<file path="src/rtl/lf_ssp_tx.sv">
// LF-mode FPGA-to-ARM SSP transmitter: a small sample FIFO feeding an MSB-first
// shifter that drives ssp_clk / ssp_frame / ssp_din, all from registers.
module lf_ssp_tx #(
    parameter int WORD_W     = 8,
    parameter int FIFO_DEPTH = 4,
    parameter int CLK_HALF   = 4
) (
    input  logic                        pck0,
    input  logic                        nreset,
    input  logic                        enable,
    input  logic [WORD_W-1:0]           data,
    input  logic                        data_valid,
    output logic                        data_ready,
    input  logic                        clear_ovf,
    output logic                        overflow,
    output logic [$clog2(FIFO_DEPTH):0] level,
    output logic                        busy,
    output logic                        ssp_clk,
    output logic                        ssp_frame,
    output logic                        ssp_din
);

    localparam int PTR_W = $clog2(FIFO_DEPTH);
    localparam int LVL_W = PTR_W + 1;
    localparam int CNT_W = $clog2(2 * CLK_HALF);
    localparam int BIT_W = $clog2(WORD_W);

    localparam logic [CNT_W-1:0] CNT_LAST = CNT_W'(2 * CLK_HALF - 1);
    localparam logic [CNT_W-1:0] CNT_HIGH = CNT_W'(CLK_HALF);

    typedef enum logic {ST_IDLE, ST_SHIFT} state_t;

    logic [FIFO_DEPTH-1:0][WORD_W-1:0] mem_q, mem_d;
    logic [PTR_W-1:0]                  wr_ptr_q, wr_ptr_d;
    logic [PTR_W-1:0]                  rd_ptr_q, rd_ptr_d;
    logic [LVL_W-1:0]                  level_q, level_d;
    logic                              ovf_q, ovf_d;

    state_t                            state_q, state_d;
    logic [CNT_W-1:0]                  cnt_q, cnt_d;
    logic [BIT_W-1:0]                  bit_q, bit_d;
    logic [WORD_W-1:0]                 shreg_q, shreg_d;
    logic                              sclk_q, sclk_d;
    logic                              frame_q, frame_d;
    logic                              din_q, din_d;
    logic                              busy_q, busy_d;

    logic                              push, pop, start;
    logic [WORD_W-1:0]                 head;
    logic [CNT_W-1:0]                  cnt_nxt;

    assign data_ready = (level_q != LVL_W'(FIFO_DEPTH));
    assign push       = data_valid && data_ready;
    assign head       = mem_q[rd_ptr_q];
    assign start      = enable && (level_q != '0);
    assign cnt_nxt    = cnt_q + 1'b1;

    // FIFO bookkeeping; pointers wrap for free because depth is a power of two
    always_comb begin
        mem_d    = mem_q;
        wr_ptr_d = wr_ptr_q;
        rd_ptr_d = rd_ptr_q;
        level_d  = level_q;
        if (push) begin
            mem_d[wr_ptr_q] = data;
            wr_ptr_d        = wr_ptr_q + 1'b1;
        end
        if (pop) begin
            rd_ptr_d = rd_ptr_q + 1'b1;
        end
        case ({push, pop})
            2'b10:   level_d = level_q + 1'b1;
            2'b01:   level_d = level_q - 1'b1;
            default: level_d = level_q;
        endcase
        // a drop in the same cycle as a clear must leave overflow set
        if (data_valid && !data_ready) begin
            ovf_d = 1'b1;
        end else if (clear_ovf) begin
            ovf_d = 1'b0;
        end else begin
            ovf_d = ovf_q;
        end
    end

    always_comb begin
        state_d = state_q;
        cnt_d   = cnt_q;
        bit_d   = bit_q;
        shreg_d = shreg_q;
        sclk_d  = sclk_q;
        frame_d = frame_q;
        din_d   = din_q;
        busy_d  = busy_q;
        pop     = 1'b0;

        case (state_q)
            ST_IDLE: begin
                if (start) begin
                    pop     = 1'b1;
                    state_d = ST_SHIFT;
                    shreg_d = head;
                    bit_d   = BIT_W'(WORD_W - 1);
                    cnt_d   = '0;
                    sclk_d  = 1'b0;
                    frame_d = 1'b1;
                    din_d   = head[WORD_W-1];
                    busy_d  = 1'b1;
                end
            end
            ST_SHIFT: begin
                if (cnt_q != CNT_LAST) begin
                    cnt_d  = cnt_nxt;
                    sclk_d = (cnt_nxt >= CNT_HIGH);
                end else if (bit_q != '0) begin
                    // next bit: data changes together with the falling ssp_clk
                    bit_d   = bit_q - 1'b1;
                    cnt_d   = '0;
                    sclk_d  = 1'b0;
                    frame_d = 1'b0;
                    shreg_d = {shreg_q[WORD_W-2:0], 1'b0};
                    din_d   = shreg_q[WORD_W-2];
                end else if (start) begin
                    // back-to-back word with no idle cycle between them
                    pop     = 1'b1;
                    shreg_d = head;
                    bit_d   = BIT_W'(WORD_W - 1);
                    cnt_d   = '0;
                    sclk_d  = 1'b0;
                    frame_d = 1'b1;
                    din_d   = head[WORD_W-1];
                end else begin
                    state_d = ST_IDLE;
                    cnt_d   = '0;
                    sclk_d  = 1'b0;
                    frame_d = 1'b0;
                    din_d   = 1'b0;
                    busy_d  = 1'b0;
                end
            end
            default: begin
                state_d = ST_IDLE;
            end
        endcase
    end

    always_ff @(posedge pck0 or negedge nreset) begin
        if (!nreset) begin
            mem_q    <= '0;
            wr_ptr_q <= '0;
            rd_ptr_q <= '0;
            level_q  <= '0;
            ovf_q    <= 1'b0;
            state_q  <= ST_IDLE;
            cnt_q    <= '0;
            bit_q    <= '0;
            shreg_q  <= '0;
            sclk_q   <= 1'b0;
            frame_q  <= 1'b0;
            din_q    <= 1'b0;
            busy_q   <= 1'b0;
        end else begin
            mem_q    <= mem_d;
            wr_ptr_q <= wr_ptr_d;
            rd_ptr_q <= rd_ptr_d;
            level_q  <= level_d;
            ovf_q    <= ovf_d;
            state_q  <= state_d;
            cnt_q    <= cnt_d;
            bit_q    <= bit_d;
            shreg_q  <= shreg_d;
            sclk_q   <= sclk_d;
            frame_q  <= frame_d;
            din_q    <= din_d;
            busy_q   <= busy_d;
        end
    end

    assign overflow  = ovf_q;
    assign level     = level_q;
    assign busy      = busy_q;
    assign ssp_clk   = sclk_q;
    assign ssp_frame = frame_q;
    assign ssp_din   = din_q;

endmodule

</file>
<file path="config.mk">
export PLATFORM = sky130hd
export DESIGN_NAME = lf_ssp_tx
export DESIGN_NICKNAME = d
export VERILOG_FILES = /design/src/rtl/lf_ssp_tx.sv
export SDC_FILE = /design/constraint.sdc
export NUM_CORES = 1
export LEC_CHECK = 0
export BUFFER_PORTS_ARGS = -buffer_cell sky130_fd_sc_hd__buf_4
export CORE_ASPECT_RATIO = 1.2
export CORE_MARGIN = 2
export CORE_UTILIZATION = 54
export CTS_CLUSTER_DIAMETER = 50
export DETAILED_ROUTE_END_ITERATION = 10
export GPL_ROUTABILITY_DRIVEN = 0
export PLACE_DENSITY_LB_ADDON = 0.2
export SYNTH_ARGS = -nofsm -noshare
export SYNTH_HDL_FRONTEND = slang
export SYNTH_SLANG_ARGS = --single-unit
</file>
<file path="constraint.sdc">
create_clock -name pck0 -period 2.5 [get_ports pck0]
set_clock_uncertainty 0.05 [all_clocks]
set_input_delay 0.125 -clock pck0 [delete_from_list [all_inputs] [get_ports pck0]]
set_output_delay 0.125 -clock pck0 [all_outputs]
set_load 0.03 [all_outputs]
</file>
==> qor.txt, run 1 <==
================================================================================
Startpoint of the lowest-slack register-to-register path                bit_q[0]
Antenna-violating nets left                                                    0
Capture point of the critical path                                      level[2]
Area of the mapped netlist                                            2890 sq um
Die area                                                              5960 sq um
Count of cells along the worst hold path                                       3
Power per cell area                                                 1350 nW/um^2
Height of the die                                                   84.1 microns
Number of nets in the finished design                                        268
Number of failing setup endpoints in the final timing report                   0
CP endpoint kind                                                            flop
Number of max-slew violations in the final report                              0
Global routing's busiest layer                                              met2
Most common cell after layout, fill and taps aside                  sky130_fd_sc_hd__dfrtp_1
Final Hold Viols                                                               0
Overflow left after global routing                                             0
Detail-routed via count per cell                                            5.48
Cell row count                                                                29
Maximum fanout count along the critical path                                   5
Unrepaired setup endpoints after global routing                            false
F_max                                                                  0.442 GHz
Longest Clk Path Bufs                                                          2
Shortest period the worst path allows                                    2.26 ns
Number of buffers added on ports                                              21
Via count of the first global-routing pass                                  1752
Total number of vias                                                        1709
Mean instance size in the synthesized netlist                         14.2 sq um
Slew of the pin with the lowest slew margin                             0.698 ns
Die Wd                                                              70.8 microns
Critical Path Source Type                                                   flop
Clock root cell                                                     sky130_fd_sc_hd__clkbuf_8
Fraction of final layout cells sized beyond drive strength 1               36.4%
Number of distinct library cells after synthesis                              36
Required time worst endpoint                                             2.71 ns
Worst VDD drop                                                          0.739 mV
Number of H-tree levels                                                        3
Number of antenna violations at the first check in global routing              0
GRT Overall Usage                                                          19.7%
Post-synthesis to final-layout area growth                                 20.9%
Drt drc                                                                        0
Setup TNS                                                                   0 ns
Source of the critical timing path                                      bit_q[0]
Fraction of met3 tracks used by global routing                             4.92%
DRC violation total after the first TritonRoute iteration                     93
Number of standard cells after synthesis                                     204
Class of the worst hold path                                           in -> reg
CTS clk-pin slew, worst paths                                            0.07 ns
Reported max-cap violation count                                               0
Seq/Total Area, Yosys                                                      49.4%
Cell count of the worst reg-to-reg path                                       10
Status                                                              finished, final reports clean
Met1 layer usage reported by global route                                  26.5%
Routing usage on met2                                                      30.1%
Std-Cell Core Area                                                    5230 sq um
Warnings, synthesis                                                            0
Maximum number of pins on one net before global-route repair                  58
Relative max-transition margin                                             53.5%
Ant. Diodes                                                                    0
Critical path class                                                   reg -> reg
RR Endpoint                                                             level[2]
CTS tree                                                                   built
Net count of the mapped netlist                                              227
Leakage power total                                                      1.72 nW
Synthesized flop and latch total                                              57
CTS sink cnt                                                                  57
Later-pin clock latency in the skew report                               0.33 ns
DR WL/cell                                                          16.7 microns
Fin Hold WS                                                            0.0339 ns
CP Data Arrival Time                                                     2.47 ns
Wire length of the first global-routing pass                             8.81 mm
First-pass detailed-route iteration total                                      4
Post-DP HPWL                                                             3.43 mm
Share of the clock period used by the worst path                           90.6%
Number of ports placed on the die boundary                                    22
Initial core utilization                                                   55.3%
Commonest cells after routing, fill and taps aside                  sky130_fd_sc_hd__dfrtp_1, sky130_fd_sc_hd__mux2_4, sky130_fd_sc_hd__buf_4
Wirelength, routed                                                       5.21 mm
Number of buffers created by CTS                                               9
Register-to-register setup slack                                         0.24 ns
================================================================================
-- sequential cells by signal, indices dropped and copies added, names as in the netlist --
name and count:
shreg_q 7, ssp_frame 1, ssp_din 1, bit_q 3, overflow 1, state_q 1
rd_ptr_q 2, wr_ptr_q 2, mem_q 32, level 3, busy 1, cnt_q 3
-- critical path: stages, from the launching register on --
cell	delay [ns]
sky130_fd_sc_hd__dfrtp_1	0.40
sky130_fd_sc_hd__inv_1	0.10
sky130_fd_sc_hd__ha_1	0.24
sky130_fd_sc_hd__nand3b_1	0.15
sky130_fd_sc_hd__a21oi_2	0.21
sky130_fd_sc_hd__ha_1	0.20
sky130_fd_sc_hd__inv_1	0.06
sky130_fd_sc_hd__fa_1	0.37
sky130_fd_sc_hd__xor2_1	0.15
sky130_fd_sc_hd__nor2_1	0.11
sky130_fd_sc_hd__xor2_1	0.15
-- per-layer routing --
layer  wire (microns)  part of all wire (%)
met1             2370                    45
met3              188                   3.6
met4               58                   1.1
met2             2590                    50
met5                0                     0
-- worst min path at each step --
stage,from,end,slack (ns)
2_1_floorplan,nreset,bit_q[0],-0.22
3_3_place_gp,nreset,cnt_q[2],0.18
3_5_place_dp,nreset,cnt_q[2],0.18
4_1_cts,enable,state_q,0.02
5_1_grt,enable,state_q,0.04
6_report,enable,state_q,0.03
-- final cells by class --
class | instances | area [sq um]
fill | 390 | 1730
clock inverter | 5 | 125
inverter | 12 | 45.0
timing repair buffer | 36 | 298
sequential | 57 | 1430
clock buffer | 11 | 151
multi-input combinational | 129 | 1370
tap | 62 | 77.6
-- repair_timing --
item                                   CTS  global route
endpoints found under the hold margin   83             0
setup endpoints to repair                0             0
resized for setup                        0             0
setup buffers                            0             0
hold buffers                            11             0
-- through the flow --
step	cells	util [%]	instance area (sq um)	total power, mW	worst slack (ns)
floorplan	204	-	2890	3.11	0.00854
global placement	285	59.5	3110	3.46	0.319
detailed placement	285	59.5	3110	3.53	0.243
CTS	312	66.9	3490	4.76	0.233
global route	312	66.9	3490	4.98	0.0676
finish	312	66.9	3490	4.72	0.235
-- where the power goes --
group	total [mW]	switching, mW	internal (mW)
clock	1.19	0.373	0.816
combinational	1.82	0.775	1.04
sequential	1.71	0.346	1.36
-- Yosys cell counts --
cell type	count	area, sq um
sky130_fd_sc_hd__a211oi_1	2	15.0
sky130_fd_sc_hd__a21o_1	7	52.6
sky130_fd_sc_hd__a21oi_1	5	25.0
sky130_fd_sc_hd__a21oi_2	1	8.76
sky130_fd_sc_hd__a22o_1	7	61.3
sky130_fd_sc_hd__buf_1	1	3.75
sky130_fd_sc_hd__buf_12	1	20.0
sky130_fd_sc_hd__buf_2	1	5.00
sky130_fd_sc_hd__buf_6	1	11.3
sky130_fd_sc_hd__clkbuf_1	1	3.75
sky130_fd_sc_hd__clkbuf_2	1	5.00
sky130_fd_sc_hd__dfrtp_1	57	1430
sky130_fd_sc_hd__fa_1	1	20.0
sky130_fd_sc_hd__ha_1	9	113
sky130_fd_sc_hd__inv_1	12	45.0
sky130_fd_sc_hd__mux2_4	32	480
sky130_fd_sc_hd__mux2i_1	3	30.0
sky130_fd_sc_hd__mux4_2	8	180
sky130_fd_sc_hd__nand2_1	12	45.0
sky130_fd_sc_hd__nand2_2	1	6.26
sky130_fd_sc_hd__nand2_8	4	80.1
sky130_fd_sc_hd__nand2b_1	2	12.5
sky130_fd_sc_hd__nand3_1	2	10.0
sky130_fd_sc_hd__nand3b_1	1	7.51
sky130_fd_sc_hd__nor2_1	8	30.0
sky130_fd_sc_hd__nor2b_1	1	6.26
sky130_fd_sc_hd__nor2b_4	1	13.8
sky130_fd_sc_hd__nor3_1	1	5.00
sky130_fd_sc_hd__nor3b_4	1	18.8
sky130_fd_sc_hd__nor4_1	1	6.26
sky130_fd_sc_hd__o21ai_0	10	50.1
sky130_fd_sc_hd__o22a_1	1	8.76
sky130_fd_sc_hd__o31a_2	1	10.0
sky130_fd_sc_hd__o31ai_4	1	21.3
sky130_fd_sc_hd__xnor2_1	3	26.3
sky130_fd_sc_hd__xor2_1	3	26.3
-- cells by family after synthesis --
family	count (synthesis)	synth area share, %
and+or+nand+nor	35	8.36
xor gates and xnor gates	6	1.82
DFF	57	49.4
adders and majority gates	10	4.59
buffers and inverters	18	3.25
muxes	43	23.9
AOI/OAI and AO/OA	35	8.74
(Power assumes the default switching activity.)
==> run 2, diff against run 1 <==
--- a/config.mk
+++ b/config.mk
@@ -5,12 +5,12 @@
 export SDC_FILE = /design/constraint.sdc
 export NUM_CORES = 1
 export LEC_CHECK = 0
-export BUFFER_PORTS_ARGS = -buffer_cell sky130_fd_sc_hd__buf_4
 export CORE_ASPECT_RATIO = 1.2
 export CORE_MARGIN = 2
-export CORE_UTILIZATION = 54
+export CORE_UTILIZATION = 55
 export CTS_CLUSTER_DIAMETER = 50
 export DETAILED_ROUTE_END_ITERATION = 10
+export DONT_BUFFER_PORTS = 1
 export GPL_ROUTABILITY_DRIVEN = 0
 export PLACE_DENSITY_LB_ADDON = 0.2
 export SYNTH_ARGS = -nofsm -noshare
==> run 2 against run 1 <==
Against the previous run:
- maximum frequency increased by 0.51%
- hold slack gained 0.029 ns
- global-route usage is 0.39 points higher
- highest routed layer unchanged
- via count fell by 2.2%
- routed wire length increased by 1.6%
- core utilization fell by 1.1 points
- register-to-register slack barely moved
- final cell count decreased by 5.8%
- die area decreased by 1.7%
- sequential share of layout area is 2.5 points higher
==> qor.txt, run 2 (same netlist as run 1, synthesis figures left out) <==
================================================================================
Class of the worst hold path                                           in -> reg
Number of placed instances, taps included                                    265
Post-DP HPWL                                                             3.68 mm
CP Data Arrival Time                                                     2.46 ns
GRT Overall Usage                                                          20.0%
RR Endpoint                                                             level[2]
Overflow left after global routing                                             0
Number of antenna violations at the first check in global routing              0
Unrepaired setup endpoints after global routing                            false
Number of buffers created by CTS                                               9
Std-Cell Core Area                                                    5010 sq um
Most common cell after layout, fill and taps aside                  sky130_fd_sc_hd__dfrtp_1
Slew of the pin with the lowest slew margin                             0.611 ns
Cell count of the worst reg-to-reg path                                       10
Startpoint of the lowest-slack register-to-register path                bit_q[0]
Antenna-violating nets left                                                    0
Switching share of total power                                             34.9%
Share of total power in the clock network                                  17.8%
Initial core utilization                                                   57.7%
CP endpoint kind                                                            flop
Slowest cell on the critical path                                   sky130_fd_sc_hd__dfrtp_1
Setup TNS                                                                   0 ns
Share of the clock period used by the worst path                           90.1%
Longest Clk Path Bufs                                                          2
Die area                                                              5850 sq um
Maximum fanout count along the critical path                                   5
Power per cell area                                                 1290 nW/um^2
Cell row count                                                                28
Commonest cells after routing, fill and taps aside                  sky130_fd_sc_hd__dfrtp_1, sky130_fd_sc_hd__mux2_4, sky130_fd_sc_hd__inv_1, sky130_fd_sc_hd__nand2_1, sky130_fd_sc_hd__dlygate4sd3_1
Crit path cell chain                                                inv_1, ha_1, nand3b_1, a21oi_2, ha_1, inv_1, fa_1, xor2_1, nor2_1, xor2_1
Internal power contribution                                              2.77 mW
Via count of the first global-routing pass                                  1774
Number of failing setup endpoints in the final timing report                   0
Registers with the most flip-flops                                  mem_q: 32 flops, shreg_q: 7 flops
Start point of the worst min-delay path                                   enable
Combinational cell fraction of total power                                 40.0%
Number of H-tree levels                                                        3
Drt drc                                                                        0
Wirelength, routed                                                       5.29 mm
CTS tree                                                                   built
Ant. Diodes                                                                    0
Final non-filler cell total                                                  294
Capture endpoint of the worst hold path                                     busy
Buffer and inverter count on the worst path                                    2
DRC violation total after the first TritonRoute iteration                     81
Worst VDD drop                                                          0.714 mV
Fraction of final layout cells sized beyond drive strength 1               30.3%
Count of cells along the worst hold path                                       3
Slowest stage delay, CP                                                  0.41 ns
Height of the die                                                   83.4 microns
F_max                                                                  0.444 GHz
Number of max-slew violations in the final report                              0
CTS clk-pin slew, worst paths                                            0.06 ns
Number of ports placed on the die boundary                                    22
Critical path depth                                                           10
Die Wd                                                              70.2 microns
Number of nets in the finished design                                        252
Leakage power total                                                      1.59 nW
Resized Gates After CTS                                                        0
Later-pin clock latency in the skew report                               0.33 ns
First-pass detailed-route iteration total                                      6
Reported max-cap violation count                                               0
Relative max-transition margin                                             59.3%
Total number of vias                                                        1671
Maximum number of pins on one net before global-route repair                  58
Largest register FFs                                                          32
Family with the most delay on the worst path                         adder cells
Reg power frac                                                             42.2%
Clock root cell                                                     sky130_fd_sc_hd__clkbuf_8
DR WL/cell                                                          18.0 microns
Status                                                              finished, final reports clean
Detail-routed via count per cell                                            5.68
Post-synthesis to final-layout area growth                                 13.9%
Biggest register                                                           mem_q
Final Hold Viols                                                               0
Critical path class                                                   reg -> reg
Sw power                                                                 1.48 mW
Number of buffers added on ports                                               0
Register-to-register setup slack                                         0.25 ns
CTS sink cnt                                                                  57
Required time worst endpoint                                             2.70 ns
Shortest period the worst path allows                                    2.25 ns
Wire length of the first global-routing pass                             8.95 mm
Critical Path Source Type                                                   flop
================================================================================
## run 2: repair_timing
action,CTS,global route
hold buffers,13,0
buffers inserted,0,0
endpoints found under the hold margin,91,0
## run 2: tightest hold or removal path, delay by kind of cell
kind	cells	cell delay, ns
simple gates	1	0.09
compound gates	2	0.19
## run 2: worst max-delay path by stage
stage          startpoint       end  slack, ns
3_5_place_dp     bit_q[0]  level[2]       0.23
3_3_place_gp     bit_q[0]  level[2]       0.35
4_1_cts          bit_q[0]  level[2]       0.23
2_1_floorplan    cnt_q[2]  level[2]      0.009
5_1_grt          bit_q[0]  level[2]       0.03
6_report         bit_q[0]  level[2]       0.25
## run 2: through the flow
step                      power, mW  setup slack, ns  hold WS, ns  util (%)  area (sq um)
final                          4.25            0.247       0.0627      65.7          3290
after global routing           4.50           0.0291       0.0948      65.7          3290
after CTS                      4.28            0.232       0.0461      65.7          3290
after detailed placement       3.46            0.228       -0.219      59.3          2970
after global placement         3.35            0.348       -0.219      59.3          2970
after floorplan                3.11          0.00854       -0.221         -          2890
## run 2: area by class of cell
cell class                 instances  area [sq um]
multi-input combinational        129          1370
tap                               60          75.1
inverter                          12          45.0
sequential                        57          1430
clock buffer                      14           163
clock inverter                     2          12.5
fill                             363          1720
timing repair buffer              20           200
## run 2: per-layer routing
layer	wire length (microns)	vias to the layer above	global-route usage, %
met5	0	-	0
met3	117	11	3.28
met4	109	0	9.97
met2	2790	26	33.3
met1	2270	857	25.2
li1	-	777	-
## run 2: power by group through the flow
stage / Clock (mW) / Sequential, mW / Combinational, mW
after global placement: 0 / 1.75 / 1.60
after floorplan: 0 / 1.71 / 1.41
after CTS: 0.769 / 1.79 / 1.72
final: 0.757 / 1.79 / 1.70
after detailed placement: 0 / 1.79 / 1.66
after global routing: 0.806 / 1.85 / 1.84
==> run 3, diff against run 2 <==
--- a/config.mk
+++ b/config.mk
@@ -12,7 +12,8 @@
 export DETAILED_ROUTE_END_ITERATION = 10
 export DONT_BUFFER_PORTS = 1
 export GPL_ROUTABILITY_DRIVEN = 0
-export PLACE_DENSITY_LB_ADDON = 0.2
+export HOLD_SLACK_MARGIN = 0.08
+export PLACE_DENSITY = 0.7
 export SYNTH_ARGS = -nofsm -noshare
 export SYNTH_HDL_FRONTEND = slang
 export SYNTH_SLANG_ARGS = --single-unit
==> run 3 against run 2 <==
Against the previous run:
- final area rose by 1.7%
- critical path depth did not move
- hold slack improved by 0.045 ns
- clock power rose by 27%
- global-route usage rose by 1.0 points
- combinational power barely moved
- core utilization rose by 1.1 points
- critical endpoint unchanged
==> qor.txt, run 3 (same netlist as run 1, synthesis figures left out) <==
================================================================================
Commonest cells after routing, fill and taps aside                  sky130_fd_sc_hd__dfrtp_1, sky130_fd_sc_hd__mux2_4, sky130_fd_sc_hd__inv_1, sky130_fd_sc_hd__nand2_1, sky130_fd_sc_hd__dlygate4sd3_1
Via count of the first global-routing pass                                  1815
Multi-input combinational cell area                                   1380 sq um
Slowest cell on the critical path                                   sky130_fd_sc_hd__dfrtp_1
Number of failing setup endpoints in the final timing report                   0
Share of the clock period used by the worst path                           92.7%
F_max                                                                  0.431 GHz
Relative max-transition margin                                             59.8%
Critical Path Source Type                                                   flop
Setup TNS                                                                   0 ns
Buffer and inverter count on the worst path                                    2
First-pass detailed-route iteration total                                      4
Number of nets in the finished design                                        253
Unrepaired setup endpoints after global routing                            false
Setup slack of the critical path after layout                           0.182 ns
Worst-case setup slack after placement                                  0.169 ns
Number of buffers added on ports                                               0
Most common cell after layout, fill and taps aside                  sky130_fd_sc_hd__dfrtp_1
CTS sink cnt                                                                  57
Number of antenna violations at the first check in global routing              0
Number of inserted filler cells in the final layout                          381
Post-DP HPWL                                                             3.67 mm
Number of buffers created by CTS                                               9
Longest Clk Path Bufs                                                          2
Reg power frac                                                             39.5%
Total number of vias                                                        1683
Post-synthesis to final-layout area growth                                 15.9%
Cell row count                                                                28
Share of total power in the clock network                                  21.6%
Internal power contribution                                              2.93 mW
Shortest period the worst path allows                                    2.32 ns
Drt drc                                                                        0
Die Wd                                                              70.2 microns
DR WL/cell                                                          18.5 microns
Overflow left after global routing                                             0
Biggest register                                                           mem_q
CTS clk-pin slew, worst paths                                            0.07 ns
CP Data Arrival Time                                                     2.53 ns
DRC violation total after the first TritonRoute iteration                    114
Reported max-cap violation count                                               0
CTS tree                                                                   built
Number of ports placed on the die boundary                                    22
Sw power                                                                 1.53 mW
Class of the worst hold path                                           in -> reg
Combinational cell fraction of total power                                 38.9%
Layout Utilization                                                         66.9%
Reg area                                                              1430 sq um
Maximum number of pins on one net before global-route repair                  58
Status                                                              finished, final reports clean
Wirelength, routed                                                       5.47 mm
Largest register FFs                                                          32
Later-pin clock latency in the skew report                               0.35 ns
Slowest stage delay, CP                                                  0.40 ns
Register-to-register setup slack                                         0.18 ns
CP endpoint kind                                                            flop
Registers with the most flip-flops                                  mem_q: 32 flops, shreg_q: 7 flops
GRT Overall Usage                                                          21.0%
Final Hold Viols                                                               0
Worst VDD drop                                                          0.745 mV
Required time worst endpoint                                             2.71 ns
Initial core utilization                                                   57.7%
Number of max-slew violations in the final report                              0
Height of the die                                                   83.4 microns
Switching share of total power                                             34.4%
Maximum fanout count along the critical path                                   5
Ant. Diodes                                                                    0
Wire length of the first global-routing pass                             9.32 mm
Family with the most delay on the worst path                         adder cells
Std-Cell Core Area                                                    5010 sq um
Antenna-violating nets left                                                    0
Fraction of final layout cells sized beyond drive strength 1               32.3%
Number of H-tree levels                                                        3
Detail-routed via count per cell                                            5.71
Power per cell area                                                 1330 nW/um^2
Slew of the pin with the lowest slew margin                             0.603 ns
Critical path class                                                   reg -> reg
Die area                                                              5850 sq um
Leakage power total                                                      1.61 nW
Crit path cell chain                                                inv_1, ha_2, nand3b_1, a21oi_2, ha_2, inv_1, fa_1, xor2_1, nor2_1, xor2_1
Clock root cell                                                     sky130_fd_sc_hd__clkbuf_8
================================================================================
## run 3: cell count changes in the layout (fill, tap and decap cells not counted), sizes merged
| cell | previous run | this run |
|---|---|---|
| buf | 8 | 9 |
| bufinv | 0 | 2 |
| clkbuf | 14 | 10 |
| clkinv | 1 | 2 |
| clkinvlp | 1 | 2 |
## run 3: area by class of cell
cell class / count / share of cell area [%]
flip-flops and latches: 57 / 42.6
multi-input cells: 129 / 41.1
repair buffers: 21 / 6.20
clock buffers: 10 / 3.81
clock inverters: 6 / 2.76
well taps: 60 / 2.24
inverters: 12 / 1.34
## run 3: layer usage
metal | wire length, microns | track usage [%] | vias up
li1 | - | - | 778
met1 | 2450 | 28.0 | 870
met2 | 2750 | 32.2 | 24
met3 | 160 | 5.70 | 11
met4 | 110 | 9.44 | 0
met5 | 0 | 0 | -
## run 3: worst reg2reg max path: stages, from the launching register on
cell,delay [ns]
sky130_fd_sc_hd__dfrtp_1,0.40
sky130_fd_sc_hd__inv_1,0.10
sky130_fd_sc_hd__ha_2,0.23
sky130_fd_sc_hd__nand3b_1,0.16
sky130_fd_sc_hd__a21oi_2,0.21
sky130_fd_sc_hd__ha_2,0.22
sky130_fd_sc_hd__inv_1,0.06
sky130_fd_sc_hd__fa_1,0.37
sky130_fd_sc_hd__xor2_1,0.15
sky130_fd_sc_hd__nor2_1,0.13
sky130_fd_sc_hd__xor2_1,0.16
## run 3: what timing repair did
item | 4_1_cts | 5_1_grt
setup endpoints to repair | 0 | 1
setup buffers | 0 | 0
endpoints found under the hold margin | 94 | 0
hold buffers | 13 | 0
resized for setup | 0 | 2
## run 3: worst paths after layout
| check | from | to | depth (start not counted) |
|---|---|---|---|
| max reg2reg | bit_q[0] | level[2] | 10 |
| max | bit_q[0] | level[2] | 10 |
| min in group asynchronous | nreset | mem_q[11] | 2 |
| min reg2reg | shreg_q[5] | shreg_q[5] | 1 |
| max in group asynchronous | nreset | level[0] | 2 |
| min | data_valid | wr_ptr_q[0] | 2 |
## run 3: power groups by stage
stage / Clock [mW] / Combinational, mW / Sequential, mW
2_1_floorplan: 0 / 1.41 / 1.71
3_3_place_gp: 0 / 1.63 / 1.73
3_5_place_dp: 0 / 1.69 / 1.77
4_1_cts: 0.979 / 1.75 / 1.76
5_1_grt: 1.01 / 1.88 / 1.82
6_report: 0.965 / 1.73 / 1.76
## run 3: through the flow
step	area, sq um	power (mW)	cells	hold slack (ns)
final	3350	4.46	295	0.107
after global routing	3350	4.71	295	0.123
after CTS	3340	4.49	295	0.0911
after detailed placement	2980	3.46	266	-0.219
after global placement	2980	3.35	266	-0.219
after floorplan	2890	3.11	204	-0.221
